**src/rtl/key_debounce_module_if.sv**
```systemverilog
// ---------------------------------------------------------------------------
// key_debounce_module_if
//   Bundle between the raw button pins, the debounce front-end and the
//   selection/timer logic of the quiz responder.
//   master : the debounce front-end (reads raw pins, drives clean levels,
//            press pulses and the tie indication)
//   slave  : the selection/timer logic (consumes clean levels and pulses)
// ---------------------------------------------------------------------------
interface key_debounce_module_if;

  // Raw mechanical buttons, polarity set by the front-end's ACTIVE_LOW.
  logic [3:0] Key_Raw;
  logic       Start_Raw;
  logic       Answer_Raw;

  // Debounced levels (1 = pressed) and one-cycle press pulses.
  logic [3:0] Key_Out;
  logic [3:0] Key_Press;
  logic       Start_Out;
  logic       Start_Press;
  logic       Answer_Out;
  logic       Answer_Press;

  // Two or more player presses landed in the same cycle.
  logic       Tie_Flag;

  modport master (
    input  Key_Raw,
    input  Start_Raw,
    input  Answer_Raw,
    output Key_Out,
    output Key_Press,
    output Start_Out,
    output Start_Press,
    output Answer_Out,
    output Answer_Press,
    output Tie_Flag
  );

  modport slave (
    input  Key_Out,
    input  Key_Press,
    input  Start_Out,
    input  Start_Press,
    input  Answer_Out,
    input  Answer_Press,
    input  Tie_Flag
  );

endinterface : key_debounce_module_if

```
**src/rtl/key_debounce_module.sv**
```systemverilog
// ---------------------------------------------------------------------------
// key_debounce_module
//   Input front-end for the quiz responder. Six identical channels
//   (player keys 0..3, Start, Answer) are polarity-normalised, passed
//   through a 2-FF synchroniser and debounced by a per-channel counter.
//   A level change is accepted only after DB_CYCLES consecutive cycles of
//   the new value; each accepted press produces a one-cycle pulse.
//
//   Latency from a clean raw edge to *_Out is 2 + DB_CYCLES cycles.
//
//   Optional feature (macro KEY_TIE_FLAG_EN):
//     defined     -> Tie_Flag pulses for one cycle, one cycle after two or
//                    more Key_Press bits are high together.
//     not defined -> Tie_Flag is constant 0, no tie logic is built.
// ---------------------------------------------------------------------------
module key_debounce_module #(
  parameter int DB_CYCLES  = 1_000_000,  // stable cycles to accept; >= 2
  parameter bit ACTIVE_LOW = 1'b1        // 1: raw reads 0 when pressed
) (
  input  logic                  CLK,
  input  logic                  RST,
  key_debounce_module_if.master bus
);

  localparam int NUM_CH = 6;
  localparam int CH_START  = 4;
  localparam int CH_ANSWER = 5;
  localparam int CNT_W     = $clog2(DB_CYCLES);
  localparam logic [CNT_W-1:0] CNT_TERM = CNT_W'(DB_CYCLES - 1);

  logic [NUM_CH-1:0] raw_vec;
  logic [NUM_CH-1:0] pressed_vec;
  logic [NUM_CH-1:0] sync_q1;
  logic [NUM_CH-1:0] sync_q2;
  logic [NUM_CH-1:0] stable_vec;
  logic [NUM_CH-1:0] stable_d_q;
  logic [NUM_CH-1:0] press_vec;

  // Gather the raw pins into channel order and normalise to pressed = 1.
  assign raw_vec     = {bus.Answer_Raw, bus.Start_Raw, bus.Key_Raw};
  assign pressed_vec = ACTIVE_LOW ? ~raw_vec : raw_vec;

  // Two-stage synchroniser for all channels; resets to the released state.
  always_ff @(posedge CLK or posedge RST) begin
    if (RST) begin
      sync_q1 <= '0;
      sync_q2 <= '0;
    end else begin
      // NOTE: non-blocking so sync_q2 takes the old sync_q1, giving two real
      // flop stages; blocking here would collapse the chain into one stage.
      sync_q1 <= pressed_vec;
      sync_q2 <= sync_q1;
    end
  end

  // Per-channel debounce: counter plus accepted (stable) level.
  for (genvar ch = 0; ch < NUM_CH; ch++) begin : g_ch
    logic [CNT_W-1:0] cnt_q;
    logic             stable_q;

    // Count consecutive cycles of disagreement; accept at terminal count,
    // restart on any bounce back to the accepted level.
    always_ff @(posedge CLK or posedge RST) begin
      if (RST) begin
        cnt_q    <= '0;
        stable_q <= 1'b0;
      end else if (sync_q2[ch] == stable_q) begin
        cnt_q <= '0;
      end else if (cnt_q == CNT_TERM) begin
        stable_q <= sync_q2[ch];
        cnt_q    <= '0;
      end else begin
        cnt_q <= cnt_q + 1'b1;
      end
    end

    assign stable_vec[ch] = stable_q;
  end : g_ch

  // Delayed copy of the accepted levels for press-edge detection.
  always_ff @(posedge CLK or posedge RST) begin
    if (RST) begin
      stable_d_q <= '0;
    end else begin
      stable_d_q <= stable_vec;
    end
  end

  // NOTE: the pulse is decoded combinationally from two flops so it is high
  // on the same cycle the level rises; registering it would add a cycle.
  assign press_vec = stable_vec & ~stable_d_q;

  // Drive the bundle.
  assign bus.Key_Out      = stable_vec[3:0];
  assign bus.Key_Press    = press_vec[3:0];
  assign bus.Start_Out    = stable_vec[CH_START];
  assign bus.Start_Press  = press_vec[CH_START];
  assign bus.Answer_Out   = stable_vec[CH_ANSWER];
  assign bus.Answer_Press = press_vec[CH_ANSWER];

`ifdef KEY_TIE_FLAG_EN
  logic [3:0] key_press_vec;
  logic       multi_press;
  logic       tie_q;

  // More than one bit set: clearing the lowest set bit leaves something.
  assign key_press_vec = press_vec[3:0];
  assign multi_press   = |(key_press_vec & (key_press_vec - 4'd1));

  // Register the tie indication so it follows the colliding pulses by one.
  always_ff @(posedge CLK or posedge RST) begin
    if (RST) begin
      tie_q <= 1'b0;
    end else begin
      tie_q <= multi_press;
    end
  end

  assign bus.Tie_Flag = tie_q;
`else
  assign bus.Tie_Flag = 1'b0;
`endif

endmodule : key_debounce_module

```
**src/flat_wrapper.sv**
```systemverilog
// flat-port wrapper written by rule: the top's interface ports become plain ports
module key_debounce_module_flat 
#(
  parameter int DB_CYCLES  = 1_000_000,                                  
  parameter bit ACTIVE_LOW = 1'b1                                      
)
  (CLK, RST, bus_Key_Raw, bus_Start_Raw, bus_Answer_Raw, bus_Key_Out, bus_Key_Press, bus_Start_Out, bus_Start_Press, bus_Answer_Out, bus_Answer_Press, bus_Tie_Flag);
  key_debounce_module_if bus_i ();
  input  logic CLK;
  input  logic RST;
  input wire logic [$bits(bus_i.Key_Raw)-1:0] bus_Key_Raw;
  input wire logic [$bits(bus_i.Start_Raw)-1:0] bus_Start_Raw;
  input wire logic [$bits(bus_i.Answer_Raw)-1:0] bus_Answer_Raw;
  output wire logic [$bits(bus_i.Key_Out)-1:0] bus_Key_Out;
  output wire logic [$bits(bus_i.Key_Press)-1:0] bus_Key_Press;
  output wire logic [$bits(bus_i.Start_Out)-1:0] bus_Start_Out;
  output wire logic [$bits(bus_i.Start_Press)-1:0] bus_Start_Press;
  output wire logic [$bits(bus_i.Answer_Out)-1:0] bus_Answer_Out;
  output wire logic [$bits(bus_i.Answer_Press)-1:0] bus_Answer_Press;
  output wire logic [$bits(bus_i.Tie_Flag)-1:0] bus_Tie_Flag;
  assign bus_i.Key_Raw = bus_Key_Raw;
  assign bus_i.Start_Raw = bus_Start_Raw;
  assign bus_i.Answer_Raw = bus_Answer_Raw;
  assign bus_Key_Out = bus_i.Key_Out;
  assign bus_Key_Press = bus_i.Key_Press;
  assign bus_Start_Out = bus_i.Start_Out;
  assign bus_Start_Press = bus_i.Start_Press;
  assign bus_Answer_Out = bus_i.Answer_Out;
  assign bus_Answer_Press = bus_i.Answer_Press;
  assign bus_Tie_Flag = bus_i.Tie_Flag;
  key_debounce_module #(.DB_CYCLES(DB_CYCLES), .ACTIVE_LOW(ACTIVE_LOW)) u_core (.CLK(CLK), .RST(RST), .bus(bus_i));
endmodule
```
**config.mk**
```make
export PLATFORM = sky130hd
export DESIGN_NAME = key_debounce_module_flat
export DESIGN_NICKNAME = d
export VERILOG_FILES = /design/src/rtl/key_debounce_module_if.sv /design/src/rtl/key_debounce_module.sv /design/src/flat_wrapper.sv
export SDC_FILE = /design/constraint.sdc
export NUM_CORES = 1
export LEC_CHECK = 0
export ABC_AREA = 1
export CAP_MARGIN = 20
export CORE_MARGIN = 1.5
export CORE_UTILIZATION = 40
export CTS_CLUSTER_SIZE = 10
export DETAILED_ROUTE_END_ITERATION = 16
export SYNTH_ARGS = -nofsm -noshare
export SYNTH_HDL_FRONTEND = slang
export SYNTH_SLANG_ARGS = --single-unit
export TNS_END_PERCENT = 20
```
**constraint.sdc**
```tcl
create_clock -name CLK -period 6.6 [get_ports CLK]
set_input_delay 1.98 -clock CLK [delete_from_list [all_inputs] [get_ports CLK]]
set_output_delay 1.98 -clock CLK [all_outputs]
set_load 0.02 [all_outputs]
```
==> impl_metrics.csv, run 1 <==
group,metric,value,unit
status,status,"finished, final reports clean",
synthesis,synth.cell_area,7780,µm²
synthesis,ys_ff_latch,144,
place,dp_hpwl,10700,µm
cts,clock_sink_count,144,
timing,finalClockSkew,0.00837,ns
synthesis,synthArstFlopShare,100,%
power,power_per_cell_area,230,nW/µm²
timing,final.setup.worst_slack,3.01,ns
global_routing,antenna_found_initial,0,
cts,tritoncts,"done",
timing,final.setup.tns,0,ns
drt,detail-route-antenna-nets,0,
setup_path,end_kind,"output pin",
run,max-cap-violations,0,
setup_path,critical_path_class,"flop to output pin",
drt,dr.pass1.iters,4,
setup_path,worstPathMaxFanout,4,
synthesis,netlist-cell-type-count,35,
setup_path,critPathSlowestCell,"clkdlybuf4s50_1",
setup_path,critPathMaxStageDelay,0.60,ns
synthesis,synth_enable_flop_cells,0,
global_routing,grt_start_max_net_pins,112,
floorplan,overall_die_height,142,µm
drt,detail_route.wirelength,14800,µm
setup_path,required_time_worst_endpoint,4.62,ns
synthesis,dominantRegCellSynth,"dfrtp_1",
cts,cts_buffers,17,
synthesis,ys_seq_area_share,46.3,%
synthesis,postSynthNetCount,1001,
synthesis,synthMostInstantiatedCell,"nor2_1",
worst_hold_path,worst_hold_path_type,"flop to flop",
cts,postCtsResizedCells,0,
layout,multi_input_gate_area_in_the_final_layout,3730,µm²
timing,timing.final.crit_share,54.4,%
setup_path,cp_data_arrival_time,1.61,ns
setup_path,critPathLaunchType,"flop",
layout,n_antenna_cell,0,
setup_path,worst_path_dominant_cell_family,"buffers and inverters",
timing,fmaxAchievable,279,MHz
layout,fillCellCount,1915,
global_routing,total_track_usage,16.4,%
layout,regArea,3600,µm²
layout,nets,1032,
synthesis,synth.cells.most_frequent,"nor2_1 (260), nand2_1 (172), dfrtp_1 (144)",
floorplan,placementRows,50,
synthesis,synth_top_area_cell,"dfrtp_1",
cts,cts_root_buf,"clkbuf_16",
drt,post-route-drc-count,0,
global_routing,number_of_global_route_vias_before_repair,5767,
timing,slew_violations,0,
global_routing,total_congestion_overflow,0,
place,port-buffer-count,19,
cts,clock_path_buffers,2,
synthesis,syn-instance-count,987,
layout,syn_to_final_growth,15.0,%
floorplan,io-pin-count,21,
timing,max_slew.worst_pin.slew,0.643,ns
floorplan,die_area,20300,µm²
timing,setup_repair_after_global_routing_missed_its_margin,"false",
synthesis,synth.avg_cell_area,7.88,µm²
floorplan,fp.coreArea,18900,µm²
setup_path,cp_cell_sequence,"inv_1 > nor2_1 > clkdlybuf4s50_1",
place,place_ws,2.85,ns
global_routing,grt_first_pass_wirelength,26600,µm
power,max-vdd-ir-drop,0.162,mV
cts,worst_setup_hold_path_clk_slew,0.06,ns
floorplan,die_x,142,µm
floorplan,initial_utilization,41.2,%
synthesis,yosysWarnings,0,
drt,drt-vias-per-instance,4.57,
timing,max-slew-margin-rel,56.9,%
place,routabilityCongestion,0.861,
timing,period_minus_slack,3.59,ns
layout,final_layout_size_suffix_gt1_share,12.3,%
timing,timing.final.hold_violations,0,
setup_path,combined_buffer_and_inverter_count_along_the_critical_path,2,
cts,h_tree_depth,4,
power,power.leakage,3.79,nW
drt,vias,5901,
synthesis,synth_top_area_share,46.3,%
cts,clk_latency,0.42,ns
cts,cts_setup_buffers,0,
synthesis,synth_top_cells_by_area,"dfrtp_1 (46%), nor2_1 (13%), nand2_1 (8.3%), nand3_1 (5.5%), inv_1 (4.4%)",
timing,timing.final.setup_violations,0,
drt,dr.first_iter.drc_count,282,
drt,wl_per_cell,11.5,µm
cts,postCtsHoldBufs,0,
## metal layers
metal / GRT usage [%] / share of wire [%]
met3: 3.20 / 2.0
met1: 21.3 / 49
met4: 6.46 / 1.7
met2: 26.9 / 47
met5: 0 / 0
## cell type report
cell class	instances	area share [%]
sequential	144	40.3
tap	260	3.64
clock inverter	10	2.32
clock buffer	21	5.15
multi-input combinational	729	41.6
inverter	105	4.46
timing repair buffer	21	2.52
## path summary, 6_finish.rpt
check,slack (ns),depth (start not counted),start,end
min in group asynchronous,1.85,2,RST,u_core.g_ch[5].cnt_q[17]$_DFF_PP0_
worst max-delay path,3.01,3,u_core.g_ch[3].stable_q$_DFFE_PP0P_,bus_Key_Press[3]
worst max register to register,5.08,8,u_core.g_ch[5].cnt_q[0]$_DFF_PP0_,u_core.g_ch[5].cnt_q[3]$_DFF_PP0_
max in group asynchronous,3.64,4,RST,u_core.g_ch[4].cnt_q[19]$_DFF_PP0_
worst min-delay path,0.35,0,u_core.sync_q1[3]$_DFF_PP0_,u_core.sync_q2[3]$_DFF_PP0_
worst min register to register,0.35,0,u_core.sync_q1[3]$_DFF_PP0_,u_core.sync_q2[3]$_DFF_PP0_
## worst register-to-register path: stages, from the launching register on
cell and delay, ns:
dfrtp_1 0.36, ha_1 0.17, nand2_1 0.09, nor2_4 0.15, nand2_2 0.10, nor2_2 0.20
a21oi_4 0.12, inv_2 0.15, nor2_1 0.06
## flip-flops by register name, indices dropped and copies added, names as in the netlist
| signal | cells |
|---|---|
| u_core.bus.Start_Out | 1 |
| u_core.g_ch.cnt_q | 120 |
| u_core.stable_d_q | 6 |
| u_core.sync_q2 | 6 |
| u_core.sync_q1 | 6 |
| u_core.g_ch.stable_q | 4 |
| u_core.bus.Answer_Out | 1 |
## cells in the final DEF (no fill, tap or decap), types with 5 or more instances in the layout
master	instances
nand2_1	172
inv_2	13
clkdlybuf4s50_1	19
nor3_1	14
ha_1	6
xnor2_1	21
nor2_4	13
nor2_2	24
nand3_1	86
clkbuf_16	17
bufinv_16	6
nand4_1	9
o21ai_1	7
xor2_1	39
nand3b_1	6
inv_1	91
a21oi_1	11
nor2_1	260
nand3_2	10
o21ai_0	5
nand2_2	21
dfrtp_1	144
## where the power goes
part           internal (mW)  switching [mW]  total (mW)
Sequential             0.896         0.00977       0.906
Clock                  0.726           0.360        1.09
Combinational         0.0193          0.0433      0.0626
## logic make-up (layout without fill, tap and decap cells)
group                      after synthesis  count (layout)  share of synthesized area [%]
xor gates and xnor gates                65              65                           7.80
other                                    1               1                         0.0482
AOI/OAI and AO/OA                       25              25                           1.78
DFF                                    144             144                           46.3
buffers and inverters                  114             157                           5.80
and+or+nand+nor                        632             632                           37.3
adders and majority gates                6               6                          0.965
## through the flow
stage	hold slack [ns]	instance area [µm²]	util [%]	instances	power, mW
after floorplan	0.331	7780	-	987	0.966
after global placement	0.343	8250	43.7	1258	0.984
after detailed placement	0.343	8250	43.7	1258	0.985
after CTS	0.357	8920	47.2	1289	2.09
after global routing	0.358	8950	47.4	1290	2.13
final	0.353	8950	47.4	1290	2.05
No activity file was read; power rests on OpenSTA's default activity.
==> run 2, diff against run 1 <==
==> constraint.sdc (replaced) <==
create_clock -name CLK -period 3.6 [get_ports CLK]
set_input_delay 1.08 -clock CLK [delete_from_list [all_inputs] [get_ports CLK]]
set_output_delay 1.08 -clock CLK [all_outputs]
set_load 0.02 [all_outputs]
==> run 2 against run 1 <==
Die area did not move. Sequential cell count did not move. Count of clock-buffer cells in the layout rose by 1. Register-to-register slack got worse by 3.0 ns. Core utilization fell by 0.34 points. Final area fell by 0.73%. Critical path depth did not move. Power rose by 73%. Non-clock buffer count did not move. Sequential share of layout area rose by 0.29 points. Critical path type unchanged. Largest cell class unchanged. Highest routed layer unchanged.
==> impl_metrics.csv, run 2 (synthesis results as in run 1) <==
group,metric,value,unit
status,status,"finished, final reports clean",
power,p_switching,784,µW
worst_hold_path,hp-start,"u_core.sync_q1[2]$_DFF_PP0_",
cts,worst_setup_hold_path_clk_slew,0.06,ns
power,comb_power_share,3.3,%
global_routing,number_of_global_route_vias_before_repair,5821,
timing,setup_repair_after_global_routing_missed_its_margin,"false",
place,routabilityCongestion,0.862,
worst_hold_path,hold_depth,0,
drt,detail-route-antenna-nets,0,
drt,drt-vias-per-instance,4.62,
worst_hold_path,worst_hold_path_type,"flop to flop",
place,placed_cells_incl_taps,1259,
setup_path,end_kind,"output pin",
power,cellInternalPower,2.76,mW
layout,final_layout_size_suffix_gt1_share,12.4,%
global_routing,total_track_usage,16.7,%
drt,wl_per_cell,11.8,µm
setup_path,r2r_slack,2.09,ns
layout,largest_reg_flops,120,
setup_path,worstReg2RegStart,"u_core.g_ch[5].cnt_q[0]$_DFF_PP0_",
power,clock_power_share,49.9,%
timing,slew_violations,0,
drt,dr.first_iter.drc_count,376,
power,power.switching_fraction,22.1,%
cts,cts_root_buf,"clkbuf_16",
timing,timing.final.crit_share,74.9,%
global_routing,antenna_found_initial,0,
timing,max-slew-margin-rel,55.8,%
cts,clock_sink_count,144,
power,power_per_cell_area,399,nW/µm²
cts,tritoncts,"done",
timing,max_slew.worst_pin.slew,0.660,ns
setup_path,critical_path_class,"flop to output pin",
worst_hold_path,min_to,"u_core.sync_q2[2]$_DFF_PP0_",
place,detailed_place.area,8280,µm²
power,p_seq_share,46.8,%
timing,finalClockSkew,0.0110,ns
layout,layout_commonest_cell,"nor2_1",
cts,clock_path_buffers,2,
floorplan,die_x,142,µm
power,max-vdd-ir-drop,0.330,mV
timing,period_minus_slack,2.70,ns
floorplan,placementRows,50,
layout,n_antenna_cell,0,
timing,timing.final.setup_violations,0,
timing,timing.final.hold_violations,0,
floorplan,overall_die_height,142,µm
timing,final.setup.worst_slack,0.903,ns
cts,clk_latency,0.42,ns
floorplan,fp.coreArea,18900,µm²
setup_path,worstPathMaxFanout,4,
cts,postCtsResizedCells,0,
drt,dr.pass1.iters,4,
layout,design_area,8880,µm²
cts,cts_setup_buffers,0,
cts,cts_buffers,17,
setup_path,cp_data_arrival_time,1.62,ns
place,port-buffer-count,19,
setup_path,required_time_worst_endpoint,2.52,ns
place,place_ws,1.27,ns
power,power.leakage,3.76,nW
place,dp_hpwl,11200,µm
layout,stdcell_count,1291,
layout,nets,1032,
floorplan,die_area,20300,µm²
timing,fmaxAchievable,371,MHz
run,max-cap-violations,0,
cts,postCtsHoldBufs,0,
setup_path,crit-reg2reg-capture,"u_core.g_ch[5].cnt_q[5]$_DFF_PP0_",
layout,postLayoutCoreUtil,47.0,%
power,total_power,3.55,mW
cts,h_tree_depth,4,
layout,mostFrequentLayoutCells,"nor2_1 (260), nand2_1 (172), dfrtp_1 (144)",
floorplan,initial_utilization,41.2,%
timing,fin_worst_hold_slack,0.348,ns
setup_path,critPathLaunchType,"flop",
timing,final.setup.tns,0,ns
drt,vias,5959,
drt,detail_route.wirelength,15300,µm
setup_path,reg2reg_depth,8,
drt,post-route-drc-count,0,
layout,largest_register,"u_core.g_ch.cnt_q",
global_routing,total_congestion_overflow,0,
floorplan,io-pin-count,21,
global_routing,grt_start_max_net_pins,77,
layout,syn_to_final_growth,14.2,%
global_routing,grt_first_pass_wirelength,27100,µm
-- run 2: cell types whose count changed in the layout (fill, tap and decap cells not counted) --
cell | before | now
clkinv_4 | 0 | 4
buf_16 | 1 | 0
clkinvlp_4 | 3 | 2
inv_6 | 1 | 2
buf_4 | 1 | 0
bufinv_16 | 6 | 2
buf_12 | 0 | 2
clkbuf_8 | 2 | 3
-- run 2: metal layers --
| layer | global-route usage, % | vias up | share of wire, % |
|---|---|---|---|
| li1 | - | 3120 | - |
| met1 | 21.9 | 2741 | 48 |
| met2 | 27.3 | 86 | 48 |
| met3 | 3.97 | 12 | 3.4 |
| met4 | 5.37 | 0 | 1.1 |
| met5 | 0 | - | 0 |
-- run 2: power groups by stage --
stage / Combinational (mW) / Clock (mW) / Sequential (mW)
2_1_floorplan: 0.0858 / 0 / 1.69
3_3_place_gp: 0.121 / 0 / 1.69
3_5_place_dp: 0.122 / 0 / 1.69
4_1_cts: 0.123 / 1.82 / 1.66
5_1_grt: 0.139 / 1.90 / 1.66
6_report: 0.117 / 1.77 / 1.66
-- run 2: how the worst max path moves through the flow --
stage	from	to	slack (ns)	depth (start not counted)
floorplan	RST	u_core.bus.Answer_Out$_DFFE_PP0P_	0.71	1
global placement	RST	u_core.g_ch[2].cnt_q[19]$_DFF_PP0_	1.27	3
detailed placement	RST	u_core.g_ch[2].cnt_q[18]$_DFF_PP0_	1.27	3
CTS	u_core.g_ch[3].stable_q$_DFFE_PP0P_	bus_Key_Press[3]	0.87	3
global route	u_core.bus.Answer_Out$_DFFE_PP0P_	bus_Answer_Press	0.75	3
finish	u_core.bus.Answer_Out$_DFFE_PP0P_	bus_Answer_Press	0.90	3
-- run 2: worst max-delay path, stage by stage (launching register included) --
cell and delay, ns:
dfrtp_1 0.42, inv_1 0.08, nor2_1 0.09, clkdlybuf4s50_1 0.60
-- run 2: area by class of cell --
| cell class | instances | area [µm²] |
|---|---|---|
| flip-flops and latches | 144 | 3600 |
| clock buffers | 22 | 474 |
| repair buffers | 21 | 230 |
| well taps | 260 | 325 |
| inverters | 105 | 398 |
| fillers | 1922 | 10000 |
| multi-input cells | 729 | 3730 |
| clock inverters | 10 | 125 |
==> variant 1, RTL diff (settings of run 1) <==
`DB_CYCLES` is set to 1_000_000 in 2 places; all go to 2_000_000.
--- a/src/rtl/key_debounce_module.sv
+++ b/src/rtl/key_debounce_module.sv
@@ -14,7 +14,7 @@
 //     not defined -> Tie_Flag is constant 0, no tie logic is built.
 // ---------------------------------------------------------------------------
 module key_debounce_module #(
-  parameter int DB_CYCLES  = 1_000_000,  // stable cycles to accept; >= 2
+  parameter int DB_CYCLES  = 2_000_000,  // stable cycles to accept; >= 2
   parameter bit ACTIVE_LOW = 1'b1        // 1: raw reads 0 when pressed
 ) (
   input  logic                  CLK,
--- a/src/flat_wrapper.sv
+++ b/src/flat_wrapper.sv
@@ -1,7 +1,7 @@
 // flat-port wrapper written by rule: the top's interface ports become plain ports
 module key_debounce_module_flat 
 #(
-  parameter int DB_CYCLES  = 1_000_000,                                  
+  parameter int DB_CYCLES  = 2_000_000,                                  
   parameter bit ACTIVE_LOW = 1'b1                                      
 )
   (CLK, RST, bus_Key_Raw, bus_Start_Raw, bus_Answer_Raw, bus_Key_Out, bus_Key_Press, bus_Start_Out, bus_Start_Press, bus_Answer_Out, bus_Answer_Press, bus_Tie_Flag);
Function: no difference found for any inputs over 10 cycles, from zero or initial values and one cycle with RST high; that may be too few to reach the edited logic, so the function may still have changed.
==> variant 1 against run 1 <==
  * Die area increased by 3.0%
  * Sequential cell count rose by 6
  * Worst hold slack worse by 0.0063 ns
  * Area after synthesis increased by 3.1%
  * Worst setup slack lost 0.012 ns
  * Cell area is 1.8% higher
  * Critical path depth stayed put
  * Sequential power grew 3.9%
  * Wire length is 6.6% higher
  * Global-route usage increased by 0.54 points
  * Total power fell by 5.5%
  * First-iteration DRC count increased by 2.8%
  * Final cell count increased by 1.2%
  * Critical endpoint is now bus_Key_Press[2]
  * Highest routed layer unchanged
==> variant 1: results (changes against run 1) <==
first_global_vias: 5942  # +3.0%
whs_endpoint: "u_core.sync_q2[1]"
dpl_cell_area_um2: 8528  # +3.4%
yosysUniqueCellTypes: 29  # -17%
skew_ns: 0.01448  # +0.006116 ns
r2r_end: "u_core.g_ch[2].cnt_q[10]"
worst_slack_ns: 2.998  # -0.01212 ns
reg2reg_from: "u_core.g_ch[2].stable_q"
n_fill_cell: 1952  # +1.9%
leakage_nw: 3.781  # -0.11%
syn_nets: 1006  # +0.50%
synth_area_leaders: "dfrtp_1 47%, nor2_1 10%, nand2_1 7.0%"
max-vdd-ir-drop_v: 0.0001528  # -5.6%
r2r_setup_slack_ns: 5.06  # -0.02 ns
initialDrtViolationCount: 290  # +2.8%
pre_cts_ws_ns: 3.027  # +0.1749 ns
gp_congestion: 0.8417  # -2.3%
synth_top_area_share: 0.4678  # +0.004703
netlist_top_cells_count: "223 x nor2_1, 150 x dfrtp_1, 150 x nand2_1, 103 x inv_1, 94 x nand3_1"
r2r_cells: 4  # -4
place_inst: 1273  # +1.2%
min-delay-start: "u_core.sync_q1[1]"
seq_area_frac_synth: 0.4678  # +0.004703
dpl.hpwl_mm: 11.28  # +5.1%
status: "completed"
fin_area_um2: 9107  # +1.8%
num_vias: 6154  # +4.3%
holdWs_ns: 0.3470  # -0.006270 ns
==> variant 1: routing by layer <==
layer | up-vias | part of all wire | wire length (um) | global-route usage
li1 | 3201 | - | - | -
met3 | 12 | 0.028 | 446 | 0.03576
met5 | - | 0 | 0 | 0
met4 | 0 | 0.012 | 183 | 0.05688
met1 | 2863 | 0.49 | 7756 | 0.2263
met2 | 78 | 0.47 | 7389 | 0.2725
==> variant 1: cell type report <==
class                   instances  share of cell area
clock inverters                11             0.01085
well taps                     265             0.03641
inverters                     116             0.04836
clock buffers                  21             0.05275
flip-flops and latches        150              0.4121
repair buffers                 21             0.02253
multi-input cells             721              0.4170
==> variant 1: how the worst max path moves through the flow <==
stage	start	endpoint	cells after the start
finish	u_core.g_ch[2].stable_q	bus_Key_Press[2]	3
floorplan	RST	u_core.bus.Answer_Out	1
CTS	u_core.g_ch[2].stable_q	bus_Key_Press[2]	3
global route	u_core.bus.Answer_Out	bus_Answer_Press	3
global placement	RST	u_core.g_ch[2].cnt_q[15]	3
detailed placement	RST	u_core.g_ch[3].cnt_q[4]	3
==> variant 1: report_power, final <==
part           total, mW  internal, mW  switching, mW
Combinational     0.0618        0.0179         0.0439
Sequential         0.941         0.932        0.00873
Clock              0.939         0.558          0.381
Total               1.94          1.51          0.434
==> variant 1: worst register-to-register path: stages, from the launching register on <==
cell and delay, ns:
dfrtp_1 0.45, xnor2_2 0.55, inv_2 0.18, nand2_2 0.19, nor2_1 0.07
==> variant 1: cell families (layout without fill, tap and decap cells) <==
| family | Yosys count | in the layout | synth area share |
|---|---|---|---|
| and+or+nand+nor | 594 | 594 | 0.3501 |
| DFF | 150 | 150 | 0.4678 |
| buffers and inverters | 121 | 169 | 0.05894 |
| xor gates and xnor gates | 65 | 65 | 0.07656 |
| AOI/OAI and AO/OA | 55 | 55 | 0.03680 |
| adders and majority gates | 6 | 6 | 0.009356 |
| other | 1 | 1 | 0.0004674 |
==> variant 2, RTL diff (settings of run 1) <==
Without the edit above. Build with the macro `KEY_TIE_FLAG_EN` defined.
--- a/src/rtl/key_debounce_module.sv
+++ b/src/rtl/key_debounce_module.sv
@@ -13,6 +13,8 @@
 //                    more Key_Press bits are high together.
 //     not defined -> Tie_Flag is constant 0, no tie logic is built.
 // ---------------------------------------------------------------------------
+`define KEY_TIE_FLAG_EN
+
 module key_debounce_module #(
   parameter int DB_CYCLES  = 1_000_000,  // stable cycles to accept; >= 2
   parameter bit ACTIVE_LOW = 1'b1        // 1: raw reads 0 when pressed
Check against the original RTL: no difference found for any inputs over 10 cycles, from zero or initial values and one cycle with RST high; that may be too few to reach the edited logic, so the function may still have changed.
==> variant 2 against run 1 <==
  * Cell area shrank 2.2%
  * Sequential cell count grew 1
  * Die area shrank 1.4%
  * Total power shrank 3.6%
  * Wire length grew 4.7%
  * Worst setup slack lost 0.32 ns
  * Clock skew shrank 0.0026 ns
  * Area after synthesis shrank 1.4%
  * Non-clock buffer count is the same
==> variant 2: results (changes against run 1) <==
status: "completed"
critPathMaxFanout: 4  # unchanged
port_buffers: 20  # +1
grt_max_degree: 109  # -2.7%
yosysWarnings: 0  # unchanged
routed_wl_mm: 15.50  # +4.7%
grt_antenna_before_repair: 0  # unchanged
drive_gt1_frac: 0.1140  # -0.009327
dpl.hpwl_mm: 10.95  # +2.1%
cp.arrival_ns: 1.93  # +0.32 ns
pre_cts_ws_ns: 2.829  # -0.02280 ns
holdWs_ns: 0.3450  # -0.008268 ns
grt_pass1_wl_mm: 27.04  # +1.7%
worst_pin_slew_ns: 0.9513  # +0.3080 ns
gp_congestion: 0.8620  # about the same
initialDrtViolationCount: 296  # +5.0%
r2r_end: "u_core.g_ch[1].cnt_q[9]"
skew_ns: 0.005773  # -0.002595 ns
largest_reg_flops: 120  # unchanged
setup_tns_ns: 0  # unchanged
r2r_setup_slack_ns: 5.04  # -0.04 ns
root_buffer: "clkbuf_16"
numCtsBuffers: 17  # unchanged
syn_nets: 976  # -2.5%
r2r_cells: 6  # -2
finalNonFillerCells: 1243  # -3.6%
yosysUniqueCellTypes: 32  # -8.6%
async_flop_share: 1.000  # unchanged
diodes: 0  # unchanged
htreeDepth: 4  # unchanged
max-vdd-ir-drop_v: 0.0002018  # +25%
drt_first_pass_iters: 4  # unchanged
syn_area_per_cell_um2: 7.977  # +1.2%
clk_latency_ns: 0.42  # about the same
postCtsSetupBuffers: 0  # unchanged
leakage_nw: 3.686  # -2.6%
dpl_cell_area_um2: 8139  # -1.4%
clock_path_buffers: 2  # unchanged
min-delay-start: "u_core.sync_q1[5]"
num_vias: 5904  # +0.051%
hold_buffers: 0  # unchanged
clk_pin_slew_ns: 0.06  # about the same
whs_endpoint: "u_core.sync_q2[5]"
post_cts_resized: 0  # unchanged
holdPathStages: 0  # unchanged
synth_area_leaders: "dfrtp_1 47%, nor2_1 12%, nand2_1 7.6%"
layout.nets: 1010  # -2.1%
grt.total_usage: 0.1697  # +0.006027
largest_register: "u_core.g_ch.cnt_q"
netlist_top_cells_count: "247 x nor2_1, 156 x nand2_1, 145 x dfrtp_1, 100 x inv_1, 86 x nand3_1"
hold_class: "reg2reg"
reg2reg_from: "u_core.g_ch[1].cnt_q[0]"
first_global_vias: 5803  # +0.62%
n_fill_cell: 1870  # -2.3%
seq_area_frac_synth: 0.4729  # +0.009755
==> variant 2: worst max-delay path, stage by stage, from the launching register on <==
cell	delay (ns)
dfrtp_1	0.43
inv_1	0.08
nor2_1	0.32
clkdlybuf4s50_1	0.68
==> variant 2: area by class of cell <==
type,count,area [um2],share of cell area
Timing Repair Buffer,21,207.7,0.02373
Tap cell,234,292.8,0.03346
Inverter,107,406.6,0.04647
Multi-Input combinational cell,704,3603,0.4118
Clock buffer,21,450.4,0.05147
Sequential cell,145,3628,0.4146
Clock inverter,11,161.4,0.01844
==> variant 2: worst max-delay path by stage <==
stage / startpoint / endpoint / slack (ns)
after global routing: u_core.g_ch[0].stable_q / bus_Key_Press[0] / 2.61
final: u_core.g_ch[0].stable_q / bus_Key_Press[0] / 2.69
after global placement: RST / u_core.g_ch[0].cnt_q[15] / 2.85
after floorplan: RST / u_core.bus.Answer_Out / 0.73
after CTS: u_core.g_ch[0].stable_q / bus_Key_Press[0] / 2.68
after detailed placement: RST / u_core.g_ch[0].cnt_q[17] / 2.83
==> variant 2: per-layer routing <==
layer / global-route usage / routed length [um]
met1: 0.2186 / 7647
met2: 0.2804 / 7216
met3: 0.03004 / 338
met4: 0.07651 / 295
met5: 0 / 0
==> variant 2: cells by family after synthesis <==
logic type	count (synthesis)	synth area share
flip-flops	145	0.4729
adder cells (fa/ha/maj)	6	0.009783
XOR/XNOR	66	0.08022
AND/OR/NAND/NOR	594	0.3527
AO/OA/AOI/OAI	38	0.02690
buffers and inverters	113	0.05756
==> variant 2: where the power goes <==
part	switching, mW	internal, mW
clock	0.369	0.639
combinational	0.0425	0.0173
sequential	0.00942	0.902
total	0.421	1.56
